File: config.mk
export PLATFORM = sky130hd
export DESIGN_NAME = regfile_mp
export DESIGN_NICKNAME = d
export VERILOG_FILES = /design/src/rtl/regfile_pkg.sv /design/src/rtl/regfile_dump_fsm.sv /design/src/rtl/regfile_mp.sv
export SDC_FILE = /design/constraint.sdc
export NUM_CORES = 2
export LEC_CHECK = 0
export ABC_CLOCK_PERIOD_IN_PS = 2750
export CORE_ASPECT_RATIO = 1.4
export CORE_MARGIN = 2
export CORE_UTILIZATION = 30
export DETAILED_ROUTE_END_ITERATION = 8
export PLACE_DENSITY = 0.56
export SLEW_MARGIN = 20
export SYNTH_ARGS = -nofsm -noshare
export SYNTH_HDL_FRONTEND = slang
export SYNTH_HIERARCHICAL = 1
export SYNTH_SLANG_ARGS = --single-unit
export TNS_END_PERCENT = 30
File: constraint.sdc
create_clock -name clk -period 2.75 [get_ports clk]
set_input_delay 0.4125 -clock clk [delete_from_list [all_inputs] [get_ports clk]]
set_output_delay 0.4125 -clock clk [all_outputs]
set_load 0.03 [all_outputs]
File: src/rtl/regfile_pkg.sv
// Shared constants and dump FSM encoding for the multi-port register file.
package regfile_pkg;

    localparam int unsigned XLEN_DEFAULT  = 32;
    localparam int unsigned NREGS_DEFAULT = 32;

    typedef enum logic [1:0] {
        StIdle = 2'd0,
        StRun  = 2'd1,
        StDone = 2'd2
    } dump_state_e;

    // ABI register indices
    localparam int unsigned ABI_ZERO = 0;
    localparam int unsigned ABI_RA   = 1;
    localparam int unsigned ABI_SP   = 2;
    localparam int unsigned ABI_T6   = 31;

endpackage

File: src/rtl/regfile_dump_fsm.sv
// Sequential dump engine: walks every register index over a valid/ready stream.
module regfile_dump_fsm
    import regfile_pkg::*;
#(
    parameter int unsigned XLEN  = XLEN_DEFAULT,
    parameter int unsigned NREGS = NREGS_DEFAULT,
    parameter int unsigned AW    = $clog2(NREGS)
) (
    input  logic            clk,
    input  logic            rstn,
    input  logic            dump_start,
    input  logic            dump_ready,
    output logic            dump_busy,
    output logic            dump_valid,
    output logic            dump_done,
    output logic [AW-1:0]   dump_idx,
    output logic [XLEN-1:0] dump_data,
    output logic [AW-1:0]   o_rd_addr,
    input  logic [XLEN-1:0] i_rd_data
);

    localparam logic [AW-1:0] LastIdx = AW'(NREGS - 1);

    dump_state_e     r_state, w_state_nxt;
    logic [AW-1:0]   r_idx, w_idx_nxt;
    logic [XLEN-1:0] r_data, w_data_nxt;

    always_ff @(posedge clk or negedge rstn) begin
        if (!rstn) begin
            r_state <= StIdle;
            r_idx   <= '0;
            r_data  <= '0;
        end else begin
            r_state <= w_state_nxt;
            r_idx   <= w_idx_nxt;
            r_data  <= w_data_nxt;
        end
    end

    // Data is captured once per entry, so a stalled beat keeps its snapshot.
    always_comb begin
        w_state_nxt = r_state;
        w_idx_nxt   = r_idx;
        w_data_nxt  = r_data;
        o_rd_addr   = '0;
        unique case (r_state)
            StIdle: begin
                if (dump_start) begin
                    w_state_nxt = StRun;
                    w_idx_nxt   = '0;
                    w_data_nxt  = i_rd_data;
                end
            end
            StRun: begin
                o_rd_addr = r_idx + AW'(1);
                if (dump_ready) begin
                    if (r_idx == LastIdx) begin
                        w_state_nxt = StDone;
                    end else begin
                        w_idx_nxt  = r_idx + AW'(1);
                        w_data_nxt = i_rd_data;
                    end
                end
            end
            StDone: begin
                w_state_nxt = StIdle;
            end
            default: begin
                w_state_nxt = StIdle;
            end
        endcase
    end

    assign dump_busy  = (r_state != StIdle);
    assign dump_valid = (r_state == StRun);
    assign dump_done  = (r_state == StDone);
    assign dump_idx   = r_idx;
    assign dump_data  = r_data;

endmodule

File: src/rtl/regfile_mp.sv
// Multi-port integer register file: two write lanes, NRD combinational reads,
// optional write-to-read bypass and a register dump stream.
module regfile_mp
    import regfile_pkg::*;
#(
    parameter int unsigned XLEN    = XLEN_DEFAULT,
    parameter int unsigned NREGS   = NREGS_DEFAULT,
    parameter int unsigned AW      = $clog2(NREGS),
    parameter int unsigned NRD     = 2,
    parameter int unsigned BYPASS  = 1,
    parameter int unsigned DBG_IDX = ABI_T6
) (
    input  logic                clk,
    input  logic                rstn,
    input  logic [NRD*AW-1:0]   ra,
    output logic [NRD*XLEN-1:0] rd,
    input  logic [1:0]          we,
    input  logic [2*AW-1:0]     wa,
    input  logic [2*XLEN-1:0]   wd,
    input  logic                dump_start,
    output logic                dump_busy,
    output logic                dump_valid,
    input  logic                dump_ready,
    output logic [AW-1:0]       dump_idx,
    output logic [XLEN-1:0]     dump_data,
    output logic                dump_done,
    output logic [XLEN-1:0]     dbg_reg
);

    localparam logic [AW-1:0] DbgAddr  = AW'(DBG_IDX);
    localparam bit            BypassEn = (BYPASS != 0);

    // Entry 0 is reset and never written, so it always reads zero.
    logic [XLEN-1:0] r_regs [NREGS];

    logic [AW-1:0]   w_wa0, w_wa1;
    logic [XLEN-1:0] w_wd0, w_wd1;
    logic            w_wen0, w_wen1;
    logic [AW-1:0]   w_dump_addr;
    logic [XLEN-1:0] w_dump_rdata;

    assign w_wa0  = wa[0  +: AW];
    assign w_wa1  = wa[AW +: AW];
    assign w_wd0  = wd[0    +: XLEN];
    assign w_wd1  = wd[XLEN +: XLEN];
    assign w_wen0 = we[0] && (w_wa0 != '0);
    assign w_wen1 = we[1] && (w_wa1 != '0);

    // Lane 1 is written last so it wins a same-address collision.
    always_ff @(posedge clk or negedge rstn) begin
        if (!rstn) begin
            for (int i = 0; i < NREGS; i++) begin
                r_regs[i] <= '0;
            end
        end else begin
            if (w_wen0) r_regs[w_wa0] <= w_wd0;
            if (w_wen1) r_regs[w_wa1] <= w_wd1;
        end
    end

    for (genvar k = 0; k < NRD; k++) begin : g_rd
        logic [AW-1:0] w_a;
        logic          w_hit0, w_hit1;

        assign w_a    = ra[k*AW +: AW];
        assign w_hit0 = BypassEn && w_wen0 && (w_wa0 == w_a);
        assign w_hit1 = BypassEn && w_wen1 && (w_wa1 == w_a);
        assign rd[k*XLEN +: XLEN] = w_hit1 ? w_wd1 :
                                    w_hit0 ? w_wd0 : r_regs[w_a];
    end

    assign dbg_reg      = r_regs[DbgAddr];
    assign w_dump_rdata = r_regs[w_dump_addr];

    regfile_dump_fsm #(
        .XLEN  (XLEN),
        .NREGS (NREGS),
        .AW    (AW)
    ) u_dump (
        .clk        (clk),
        .rstn       (rstn),
        .dump_start (dump_start),
        .dump_ready (dump_ready),
        .dump_busy  (dump_busy),
        .dump_valid (dump_valid),
        .dump_done  (dump_done),
        .dump_idx   (dump_idx),
        .dump_data  (dump_data),
        .o_rd_addr  (w_dump_addr),
        .i_rd_data  (w_dump_rdata)
    );

endmodule

==> reports/results.env <==
SYNTH.NET_COUNT=6773
TIMING.HOLD.WS_NS=0.0807
POWER_PER_CELL_AREA_mW_PER_MM2=939
NNETSFINAL=7086
MET1_USAGE_PCT=35.3
CTS_MAX_PATH_BUFFERS=3
CELLLEAKAGEPOWER_nW=37.7
IO_BUFFERS=225
HOLD_VIOL_FINAL=0
YS.FLOP_TYPE='sky130_fd_sc_hd__dfrtp_1'
DETAILROUTE.VIA_COUNT=65400
CP.REQUIRED_NS=2.34
CLOCK_H_TREE_LEVELS=3
GLOBALROUTEMET3UTIL_PCT=7.64
FINALSETUPVIOLATIONS=96
SYN-CELL-AREA_SQ_MM=0.0746
SETUP_WS_NS=-0.641
P_COMB_SHARE_PCT=52.9
SYN_AVG_CELL_AREA_SQ_UM=11.2
FINAL.MIN_CLOCK_PERIOD_NS=3.39
GR-MAX-USAGE-LAYER='met2'
MULTI_INPUT_AREA_SQ_MM=0.0454
ROUTE.DETAILED.DRC=0
SYNTH.LIB_CELLS_USED.DISTINCT=57
INITIAL_ANTENNA_VIOLATION_COUNT=16
LARGEST_REGISTER_FFS=992
CP_COMMON_CELL='sky130_fd_sc_hd__mux4_2'
POWER.SEQUENTIAL.FRACTION_PCT=27.8
POWER_SWITCHING_SHARE_PCT=38.0
WORST-SETUP-PATH-TYPE='reg -> out'
CRITICAL_PATH_CELL_LIST='buf_6 > mux4_2 > mux4_2 > nand4_1 > o2111ai_4 > buf_12'
CTS_TREE='built'
CRIT_PATH_MAX_FANOUT=2
TIMING.SLEW.HEADROOM_PCT=28.7
SYNTH.YOSYS.WARNINGS=6
FLOORPLAN.DIE.WIDTH_UM=425
CLOCK-ROOT-BUFFER='sky130_fd_sc_hd__clkbuf_16'
MAX_FREQ_MHz=295
SHARE_OF_FINAL_LAYOUT_STANDARD_CELLS_STRONGER_THAN_DRIVE_STRENGTH_1_PCT=32.3
FINAL_DESIGN_AREA_NO_FILL_SQ_MM=0.0936
VIASPERCELL=6.31
IOS=226
GRT-OVFL-TOTAL=0
FINALCLOCKSKEW_NS=0.0499
YS_FF_LATCH=1063
GRT_USAGE_PCT=28.3
CORE-AREA_SQ_MM=0.247
CLKTRANSATPATHREGS_NS=0.06
FRACTION_OF_MET2_TRACKS_USED_BY_GLOBAL_ROUTING_PCT=41.8
RSZ0062_AT_GRT='true'
TIGHTEST_SLEW_NS=1.07
DRV.MAX_CAP_VIOLATION_COUNT=0
TIMING.CRITICAL_PATH.TO_TYPE='output pin'
LAYOUT_COMMONEST_CELL='sky130_fd_sc_hd__dfrtp_1'
PLACE_WS_NS=-0.982
RUN_STATUS='finished with violations'
HOLD_PATH_CLASS='in -> async'
INTERNAL_POWER_COMPONENT_mW=54.5
SYN-INSTANCE-COUNT=6681
CTS_INSERTED_BUFFERS=115
SYN_TO_FINAL_GROWTH_PCT=25.5
GRT_PASS1_WL_MM=509
LAYOUT.AREA.SEQ_SQ_MM=0.0266
SYNTH-ASYNC-RESET-RATIO_PCT=100
POWER.SWITCHING_mW=33.4
START_UTIL_PCT=30.2
SLOWEST_DELAY_NS=0.59
FINAL-MAX-SLEW-VIOLATION-COUNT=0
START_KIND='register'
DIE_H_UM=594
COMMONEST_NON_FILL_NON_TAP_CELLS_IN_THE_LAYOUT='1049 x sky130_fd_sc_hd__dfrtp_1, 1009 x sky130_fd_sc_hd__mux2i_1, 842 x sky130_fd_sc_hd__mux4_2, 786 x sky130_fd_sc_hd__a21oi_1, 650 x sky130_fd_sc_hd__nor2_1'
WL_MM=366
ROWS=216
ARRIVAL_NS=2.98
POST-DP-HPWL_MM=242
FILL_CELLS=23700
POST_DP_CELL_AREA_SQ_MM=0.0879
FLOORPLAN.DIE_AREA_SQ_MM=0.253
COUNT_OF_TRITONROUTE_ITERATIONS_IN_THE_FIRST_ROUTING_PASS=6
CLK-INSERTION-DELAY-LATE_NS=0.78
IRDROPWORSTVDD_uV=661
LARGEST_NET_DEGREE_AT_THE_START_OF_GLOBAL_ROUTING=130
FAILED_CHECKS='negative setup slack'
FIRST_GLOBAL_VIAS=64300
SHARE_CLK_OF_TOTAL_POWER_PCT=19.3
MIN_PERIOD_OVER_PERIOD_PCT=123
GLOBALPLACE.CONGESTION=0.969
NUMCLOCKSINKS=1063
ANT_NETS=0
SLOWEST_STAGE='sky130_fd_sc_hd__mux4_2'
DRT_FIRST_ITER_VIOLATIONS=9138
SYNTH-EDFF-COUNT=0
WL_PER_CELL_UM=35.4
YOSYSSEQAREASHARE_PCT=35.7
[per-stage QoR]
stage | total power, mW | instances | util, % | setup TNS (ns)
2_1_floorplan | 51.5 | 6681 | - | -2.56
3_3_place_gp | 68.1 | 10100 | 35.5 | -54.23
3_5_place_dp | 69.0 | 10100 | 35.5 | -53.55
4_1_cts | 87.1 | 10400 | 37.7 | -36.91
5_1_grt | 90.7 | 10400 | 37.8 | -40.36
6_report | 87.9 | 10400 | 37.9 | -36.43
[logic make-up (layout without fill, tap and decap cells)]
family,Yosys count,count (layout),share of synthesized area [%]
mux,1922,1922,40.2
other cells,0,5,0
xor+xnor,22,22,0.258
buf+inv,924,1331,5.63
fa+ha+maj,2,2,0.0335
simple gates,1368,1368,7.66
flops,1063,1063,35.7
compound gates,1380,1380,10.6
[path summary, 6_finish.rpt]
path,from,endpoint,slack [ns],cells after the start
max,dbg_reg[30],rd[62],-0.64,6
min,rstn,u_dump/dump_data[6],0.08,2
max reg2reg,u_dump/r_state[1],u_dump/dump_data[11],-0.33,9
min reg2reg,r_regs[1009],r_regs[1009],0.42,0
max in group asynchronous,rstn,dbg_reg[20],1.40,3
min in group clk,dump_start,u_dump/r_state[0],0.22,3
[cell type report]
cell class              instances  area share, %
diodes                          5         0.0134
repair buffers               1107           14.4
flip-flops and latches       1063           28.4
clock inverters                45          0.666
clock buffers                 166           3.54
multi-input cells            4694           48.5
well taps                    3270           4.37
inverters                      13         0.0561
[synthesized netlist by cell type, types with 18 or more instances]
master	n	share of area, %
sky130_fd_sc_hd__a22o_1	50	0.59
sky130_fd_sc_hd__mux4_2	842	25
sky130_fd_sc_hd__nand4_1	56	0.47
sky130_fd_sc_hd__nand2_1	428	2.2
sky130_fd_sc_hd__dfrtp_1	1063	36
sky130_fd_sc_hd__mux2_2	38	0.57
sky130_fd_sc_hd__buf_4	76	0.76
sky130_fd_sc_hd__and3_1	49	0.41
sky130_fd_sc_hd__clkbuf_1	517	2.6
sky130_fd_sc_hd__a22oi_1	18	0.18
sky130_fd_sc_hd__o2111ai_1	52	0.61
sky130_fd_sc_hd__buf_1	110	0.55
sky130_fd_sc_hd__a21oi_1	787	5.3
sky130_fd_sc_hd__nor3_1	18	0.12
sky130_fd_sc_hd__buf_6	24	0.36
sky130_fd_sc_hd__mux2i_1	1014	14
sky130_fd_sc_hd__mux2_4	28	0.56
sky130_fd_sc_hd__nor2_1	684	3.4
sky130_fd_sc_hd__nand3_1	70	0.47
sky130_fd_sc_hd__o21ai_0	307	2.1
sky130_fd_sc_hd__a31oi_1	34	0.29
sky130_fd_sc_hd__a221oi_1	88	1.0
sky130_fd_sc_hd__buf_2	175	1.2
[metal layers]
layer | vias up | routed length, um
li1 | 25800 | -
met1 | 33100 | 131000
met2 | 5109 | 159000
met3 | 1359 | 42100
met4 | 14 | 33600
met5 | - | 101
[power by group through the flow]
stage | logic (mW) | registers, mW | clock network [mW]
2_1_floorplan | 28.1 | 23.4 | 0
3_3_place_gp | 44.1 | 24.1 | 0
3_5_place_dp | 44.6 | 24.4 | 0
4_1_cts | 45.8 | 24.2 | 17.0
5_1_grt | 48.3 | 24.9 | 17.6
6_report | 46.5 | 24.5 | 17.0
[worst max-delay path: cells and delay by family, from the launching register on]
family | cells | cell delay [ns]
simple gates | 1 | 0.22
mux | 2 | 1.05
buf+inv | 2 | 0.32
flops | 1 | 0.40
compound gates | 1 | 0.20
[timing repair]
action                                  in CTS  in global routing
cloned                                       4                  0
pin swaps                                   69                 29
hold buffers                                 1                  0
setup buffers                               44                  9
endpoints found under the hold margin      212                  0
gates resized for setup                    226                 52
endpoints found under the setup margin      96                 96
(Power assumes the default switching activity.)
